$ cat config.mk
export PLATFORM = sky130hd
export DESIGN_NAME = conv3x3_engine_param
export DESIGN_NICKNAME = d
export VERILOG_FILES = /design/src/rtl/conv3x3_engine_param.sv
export SDC_FILE = /design/constraint.sdc
export NUM_CORES = 2
export LEC_CHECK = 0
export CAP_MARGIN = 20
export CORE_AREA = 2 2 384 386
export DETAILED_ROUTE_END_ITERATION = 10
export DIE_AREA = 0 0 386 388
export GPL_TIMING_DRIVEN = 0
export HOLD_SLACK_MARGIN = 0.1
export SLEW_MARGIN = 10
export SYNTH_ARGS = -nofsm -noshare
export SYNTH_HDL_FRONTEND = slang
export SYNTH_SLANG_ARGS = --single-unit
$ cat constraint.sdc
create_clock -name clk -period 22.5 [get_ports clk]
set_input_delay 2.25 -clock clk [delete_from_list [all_inputs] [get_ports clk]]
set_output_delay 2.25 -clock clk [all_outputs]
set_load 0.05 [all_outputs]
$ cat src/rtl/conv3x3_engine_param.sv
// 3x3 convolution engine: run-time double-buffered coefficients, 4-stage valid/ready
// pipeline (multiply, pairwise add, final add, round/clamp) with global stall.
module conv3x3_engine_param #(
  parameter int DATA_W  = 8,
  parameter int COEF_W  = 8,
  parameter int OUT_W   = 8,
  parameter int SHIFT_W = 5,
  parameter int ACC_W   = DATA_W + COEF_W + 5
) (
  input  logic                clk,
  input  logic                rst,
  input  logic [9*DATA_W-1:0] in_data,
  input  logic                in_valid,
  output logic                in_ready,
  output logic [OUT_W-1:0]    out_data,
  output logic                out_sat,
  output logic                out_valid,
  input  logic                out_ready,
  input  logic                cfg_signed,
  input  logic [SHIFT_W-1:0]  cfg_shift,
  input  logic                cfg_relu,
  input  logic                coef_wr_en,
  input  logic [3:0]          coef_addr,
  input  logic [COEF_W-1:0]   coef_wdata,
  input  logic                coef_commit
);

  localparam int NTAP = 9;
  // Wide enough for any sum plus the largest rounding constant 2^(2^SHIFT_W-2).
  localparam int EXT_W = ACC_W + (1 << SHIFT_W) + 1;

  localparam logic signed [EXT_W-1:0] U_MAX = EXT_W'({OUT_W{1'b1}});
  localparam logic signed [EXT_W-1:0] S_MAX = EXT_W'({1'b0, {(OUT_W-1){1'b1}}});
  localparam logic signed [EXT_W-1:0] S_MIN = ~S_MAX;

  logic signed [COEF_W-1:0] shadow_q [NTAP];
  logic signed [COEF_W-1:0] active_q [NTAP];

  logic                     adv;
  logic                     s1_v, s2_v, s3_v, s4_v;
  logic signed [ACC_W-1:0]  s1_p [NTAP];
  logic signed [ACC_W-1:0]  s2_ps [5];
  logic signed [ACC_W-1:0]  s3_sum;
  logic [SHIFT_W-1:0]       s1_shift, s2_shift, s3_shift;
  logic                     s1_relu, s2_relu, s3_relu;
  logic [OUT_W-1:0]         s4_data;
  logic                     s4_sat;

  logic signed [ACC_W-1:0]  prod [NTAP];
  logic signed [EXT_W-1:0]  sum_x, rnd, r;
  logic [OUT_W-1:0]         clamp_data;
  logic                     clamp_sat;

  assign adv       = !s4_v || out_ready;
  assign in_ready  = adv;
  assign out_valid = s4_v;
  assign out_data  = s4_data;
  assign out_sat   = s4_sat;

  // Coefficient banks are writable regardless of pipeline stall.
  always_ff @(posedge clk or posedge rst) begin
    if (rst) begin
      // NOTE: the banks are explicitly reset because the engine must compute
      // with all-zero coefficients after reset; a reset-less RAM would hold X.
      for (int k = 0; k < NTAP; k++) begin
        shadow_q[k] <= '0;
        active_q[k] <= '0;
      end
    end else begin
      // NOTE: non-blocking assignment makes a same-cycle commit copy the
      // pre-write shadow, while the write lands in the shadow only.
      if (coef_commit)
        active_q <= shadow_q;
      if (coef_wr_en && coef_addr < 4'(NTAP))
        shadow_q[coef_addr] <= coef_wdata;
    end
  end

  function automatic logic signed [ACC_W-1:0] mul_tap(
    input logic [DATA_W-1:0]        tap,
    input logic                     sgn,
    input logic signed [COEF_W-1:0] coef
  );
    logic signed [DATA_W:0]  tap_x;
    logic signed [ACC_W-1:0] tap_w;
    logic signed [ACC_W-1:0] coef_w;
    tap_x  = sgn ? {tap[DATA_W-1], tap} : {1'b0, tap};
    tap_w  = ACC_W'(tap_x);
    coef_w = ACC_W'(coef);
    return tap_w * coef_w;
  endfunction

  always_comb begin
    for (int k = 0; k < NTAP; k++)
      prod[k] = mul_tap(in_data[k*DATA_W +: DATA_W], cfg_signed, active_q[k]);
  end

  // Stage 4 combinational part: rounding right shift, then ReLU or signed clamp.
  always_comb begin
    // NOTE: every output of this block gets a default first, so no path can
    // leave a value unassigned and infer a latch.
    sum_x      = EXT_W'(s3_sum);
    rnd        = '0;
    clamp_sat  = 1'b0;
    if (s3_shift != '0)
      rnd = EXT_W'(1) << (s3_shift - SHIFT_W'(1));
    r          = (sum_x + rnd) >>> s3_shift;
    clamp_data = r[OUT_W-1:0];
    if (s3_relu) begin
      if (r[EXT_W-1]) begin
        clamp_data = '0;
        clamp_sat  = 1'b1;
      end else if (r > U_MAX) begin
        clamp_data = U_MAX[OUT_W-1:0];
        clamp_sat  = 1'b1;
      end
    end else begin
      if (r < S_MIN) begin
        clamp_data = S_MIN[OUT_W-1:0];
        clamp_sat  = 1'b1;
      end else if (r > S_MAX) begin
        clamp_data = S_MAX[OUT_W-1:0];
        clamp_sat  = 1'b1;
      end
    end
  end

  // All stages move together; empty slots shift as bubbles.
  always_ff @(posedge clk or posedge rst) begin
    if (rst) begin
      s1_v     <= 1'b0;
      s2_v     <= 1'b0;
      s3_v     <= 1'b0;
      s4_v     <= 1'b0;
      for (int k = 0; k < NTAP; k++)
        s1_p[k] <= '0;
      for (int j = 0; j < 5; j++)
        s2_ps[j] <= '0;
      s3_sum   <= '0;
      s1_shift <= '0;
      s2_shift <= '0;
      s3_shift <= '0;
      s1_relu  <= 1'b0;
      s2_relu  <= 1'b0;
      s3_relu  <= 1'b0;
      s4_data  <= '0;
      s4_sat   <= 1'b0;
    end else if (adv) begin
      s1_v     <= in_valid;
      s1_p     <= prod;
      s1_shift <= cfg_shift;
      s1_relu  <= cfg_relu;

      s2_v     <= s1_v;
      s2_ps[0] <= s1_p[0] + s1_p[1];
      s2_ps[1] <= s1_p[2] + s1_p[3];
      s2_ps[2] <= s1_p[4] + s1_p[5];
      s2_ps[3] <= s1_p[6] + s1_p[7];
      s2_ps[4] <= s1_p[8];
      s2_shift <= s1_shift;
      s2_relu  <= s1_relu;

      s3_v     <= s2_v;
      s3_sum   <= s2_ps[0] + s2_ps[1] + s2_ps[2] + s2_ps[3] + s2_ps[4];
      s3_shift <= s2_shift;
      s3_relu  <= s2_relu;

      s4_v     <= s3_v;
      s4_data  <= clamp_data;
      s4_sat   <= clamp_sat;
    end
  end

endmodule
## After elaboration in Yosys (flattened, before gate mapping)

Cells that the tools add are included.
W data, S select, Z words.

- $mul: 9
- Shift-type cells: 2
- Bitwise logic cells: 1
- Muxes and demuxes: 23
- Add/subtract/negate cells: 10
- Order comparisons: 6
- Reduce and logical (&&, ||, !) cells: 5

Operators with widths:

| kind | number |
|---|---|
| $add A21 B21 Y21 | 8 |
| $mul A9 B8 Y17 | 9 |
| $mux W9 | 9 |
| $bwmux W72 | 1 |
| $add A21 B54 Y54 | 1 |
| $gt A54 B8 Y1 const B | 1 |
| $gt A54 B9 Y1 const B | 1 |
| $lt A54 B8 Y1 const B | 1 |
| $mux W54 | 1 |
| $shl A1 B5 Y54 const A | 1 |
| $sshr A54 B5 Y54 | 1 |
| $mux W8 | 6 |
| $demux W8 S4 | 1 |
| $ge A5 B5 Y1 const B | 1 |
| $lt A5 B1 Y1 const B | 1 |
| $mux W1 | 5 |
| $not A4 Y5 | 1 |
| $reduce_bool A5 Y1 | 1 |
| $sub A5 B1 Y5 const B | 1 |
| $lt A4 B4 Y1 const B | 1 |
| $logic_and A1 B1 Y1 | 2 |
| $logic_not A1 Y1 | 1 |
| $logic_or A1 B1 Y1 | 1 |

- Input bits: 97
- Word-level logic and storage cells: 101
- Flip-flop bits (word level): 490

## Longest topological paths before layout

- Depth in word-level cells: 9
- Mapped depth: 24
- Depth with buffers taken out: 24

## Worst setup path after synthesis

OpenSTA, ideal clock, no wires.

- Path type: in2reg
- Start point: input in_data[39]
- End point: register s1_p[103] (netlist bit)
- Slack: 15.762 ns
- Stages: 23
- Buffers on the path: 1
- Arrival: 6.601 ns
- Data required time: 22.363 ns
- Cell sequence: clkbuf_1 nand2_1 fa_1 fa_1 inv_1 fa_1 inv_1 fa_1 inv_1 ha_1 o21ai_0 a21boi_0 o21ai_0 a21boi_0 o21ai_0 nand2_1 and2_1 o21ai_0 nand2b_1 a21o_1 a21oi_1 xnor2_1 a21oi_1

- Cells in the longest elaborated chain, start to end: 2

Ends and longest elaborated chain:

| what | line | RTL |
|---|---|---|
| start, declared | 12 | `input logic [9*DATA_W-1:0] in_data,` |
| $mux W9 | 87 | `tap_x = sgn ? {tap[DATA_W-1], tap} : {1'b0, tap};` |
| $mul A9 B8 Y17 | 90 | `return tap_w * coef_w;` |
| end signal, assigned | 150 | `s1_p <= prod;` |
| end, declared | 41 | `logic signed [ACC_W-1:0] s1_p [NTAP];` |

No other way between the ends.
A chain may end at the register's enable or synchronous reset.

## Worst setup path in the final report

- Start point: register s3_shift[4]
- End point: register s4_sat (netlist: out_sat)

- Cells in the longest elaborated chain, start to end: 9

Ends and longest elaborated chain:

| what | line | RTL |
|---|---|---|
| start, declared | 44 | `logic [SHIFT_W-1:0] s1_shift, s2_shift, s3_shift;` |
| start signal, assigned | 165 | `s3_shift <= s2_shift;` |
| $sub A5 B1 Y5 | 106 | `rnd = EXT_W'(1) << (s3_shift - SHIFT_W'(1));` |
| $shl A1 B5 Y54 | 106 |  |
| $mux W54 | 105 | `if (s3_shift != '0)` |
| $add A21 B54 Y54 | 107 | `r = (sum_x + rnd) >>> s3_shift;` |
| $sshr A54 B5 Y54 * | 107 |  |
| $gt A54 B8 Y1 / $gt A54 B9 Y1 (equally long branches) | 121, 113 |  |
| $mux W1, on equally long branches | 121, 113 |  |
| $mux W1, on equally long branches | 118, 110 |  |
| $mux W1 * | 109 | `if (s3_relu) begin` |
| end signal, assigned | 170 | `s4_sat <= clamp_sat;` |
| end, declared | 47 | `logic s4_sat;` |

Mark *: on every way between the ends. The rest lies on a longest branch, timed or not.

==> run summary <==
status -> finished clean
final setup vio count -> 0
Clock Tree Buf Depth -> 3
worst min path class -> register to register
yosys warns -> 0
post-DR wirelength/cell -> 20.2 um
Core ar. -> 145,000 sq um
Vias -> 39,900
CTS Hold Bufs -> 0
worst flop-to-flop path endpoint -> out_sat
Seq cells post-synth -> 450
worst-path fanout max -> 10
Rel. slew slack -> 21.4%
CTS buffer count -> 52
drt pass-1 iters -> 8
Max Cap Violations -> 0
antenna violations before repair -> 2
Critical Path RT -> 23.00 ns
post-synthesis mux area share -> 4.00%
Num Clock Sinks -> 450
Die Y -> 388 um
Simple-Gate Fraction of Synth Area -> 16.8%
WHS -> 0.460 ns
CTS tree -> built
Synth Area in Adders -> 34.2%
setup bufs post-CTS -> 0
syn nets -> 6,614
Final Skew -> 0.0316 ns
Post-synth top flop -> dfrtp_1
number of synthesized flops with an enable pin -> 0
detailed placement HPWL -> 124,000 um
syn avg cell area -> 9.19 sq um
GR Util All Layers -> 20.7%
Compound-Gate Fraction of Synth Area -> 12.1%
initial core utilization -> 34.8%
DIE AREA -> 150,000 sq um
Async SR Flop Fraction -> 100%
Tmin final -> 9.45 ns
GP Congestion -> 0.978
Worst Tran Pin Value -> 1.17 ns
crit path kind -> register to register
clk_lat worst skew -> 0.63 ns
Die Width -> 386 um
worst setup path endpoint -> out_sat
IO buf count -> 104
gr ovfl total -> 0
max layer used -> met4
layout cell share with drive strength beyond 1 -> 5.45%
Synth Area in XOR/XNOR -> 3.53%
register area share after synthesis -> 22.3%
DRC viols -> 0
clock slew at reported path FFs -> 0.06 ns
Synth Cell Area -> 50,600 sq um
# H-tree levels -> 2
vias in the first global route -> 40,900
crit share post-route -> 42.0%
WP data arrival -> 9.95 ns
PostCTS Resize Cnt -> 0
largest family of logic cells by synthesized area -> adder cells
nets -> 6,790
routed wl met2 -> 73,300 um
CTS root buf -> clkbuf_16
Worst setup SP type -> register
largest net degree at the start of global routing -> 118
final setup TNS -> 0 ns
reg2reg path depth -> 23
Final Hold Fails -> 0
Synth-to-Final Area Change -> 11.0%
achievable frequency -> 106 MHz
reg2reg start -> s3_shift[4]
row count -> 140
Vias/cell -> 5.23
WL met3 -> 7420 um
Slew Limit Fails -> 0
Iter 0 DRT Violations -> 2,948
Total Wirelength -> 154,000 um
first-pass GRT wire length -> 241,000 um
RSZ-0062 raised after global routing -> no
num ports -> 108
unique cell type count in the Yosys netlist -> 96
R2R setup slack -> 13.05 ns
DRT antenna net count -> 0
met1 WL -> 68,200 um
crit path launch -> s3_shift[4]
Setup crit end kind -> register
Post-Synthesis Cells -> 5,503
==> cells by family after synthesis <==
kind of cell | count (synthesis)
xor gates and xnor gates | 204
AOI/OAI and AO/OA | 939
other | 2
buffers and inverters | 942
muxes | 178
DFF | 450
adders and majority gates | 1014
and+or+nand+nor | 1774
==> synthesized netlist by cell type (all sizes together), types with 29 or more instances <==
cell type	n	area share, %
nand2b	93	1.2
a211oi	29	0.43
dfrtp	450	22
mux2	142	3.2
xnor2	150	2.6
and3	54	0.67
fa	615	24
a21oi	284	2.8
mux2i	31	0.61
clkbuf	161	1.2
o31ai	66	1.0
a21boi	48	0.71
o21ai	219	2.2
nand2	690	5.1
nand3	83	0.82
a21o	51	0.76
ha	399	9.9
buf	39	0.34
inv	741	5.5
xor2	54	0.94
nor2	327	2.4
and2	358	4.4
nor3	45	0.45
==> flip-flops by register name (all words and copies together), names as in the netlist, 5 cells and up <==
register  cells
s1_p        153
s3_sum       21
s2_ps       101
s3_shift      5
out_data      8
active_q     72
shadow_q     72
s2_shift      5
s1_shift      5
==> final cells by class <==
class / instances / area (sq um)
timing repair buffer: 122 / 1380
inverter: 742 / 2790
fill: 14500 / 89100
antenna: 6 / 15.0
tap: 1917 / 2400
buffer: 200 / 787
clock inverter: 25 / 300
multi-input combinational: 4111 / 35800
clock buffer: 70 / 1450
sequential: 450 / 11300
==> through the flow <==
stage | setup slack (ns) | util, % | instances | instance area (sq um)
global route | 12.90 | 38.7 | 7638 | 56100
global placement | 2.00 | 37.2 | 7524 | 54000
detailed placement | 13.58 | 37.4 | 7541 | 54400
CTS | 13.54 | 38.6 | 7636 | 56100
finish | 13.05 | 38.7 | 7643 | 56100
floorplan | 7.71 | - | 5503 | 50600
==> metal layers <==
metal  track usage, %  vias up
li1                 -    18400
met1             28.3    20200
met2             34.2     1029
met3             2.28      247
met4             6.88        0
met5                0        -
==> worst min-delay path by stage <==
stage,cells after the start,from,endpoint
4_1_cts,2,s3_v,s3_v
5_1_grt,2,s1_v,s1_v
6_report,2,s1_p[14],s2_ps[14]
3_3_place_gp,2,s3_v,s3_v
3_5_place_dp,2,s3_v,s3_v
2_1_floorplan,2,s3_v,s3_v
==> cell usage in the layout, fill, tap and decap left out, types with 93 or more instances in the layout <==
cell type and count:
clkdlybuf4s50_1 104, dfrtp_1 450, and2_1 357, clkbuf_1 165
nor2_1 324, nand2b_1 93, mux2_2 142, a21oi_1 283
inv_1 740, ha_1 399, xnor2_1 150, nand2_1 690
fa_1 615, o21ai_0 212
==> worst max-delay path: stages (launching register included) <==
cell	delay (ns)
dfrtp_1	0.40
clkbuf_1	0.49
clkbuf_1	0.49
clkbuf_1	0.47
clkbuf_1	0.41
buf_1	0.56
buf_1	0.46
nor3_1	0.13
ha_1	0.27
fa_1	0.42
a21o_1	0.24
a22o_1	0.23
a211oi_1	0.58
a2111oi_2	0.26
o21a_1	0.24
a211o_1	0.24
o21ai_1	0.57
o21ai_0	0.43
a2111o_1	0.53
a2111oi_0	0.51
nand4bb_1	0.44
nor2_1	0.49
a32oi_1	0.16
mux2_2	0.29
Power is left out: the tool's default activity adds up to more than one toggle a clock period on the data nets, which glitch-free logic cannot reach.
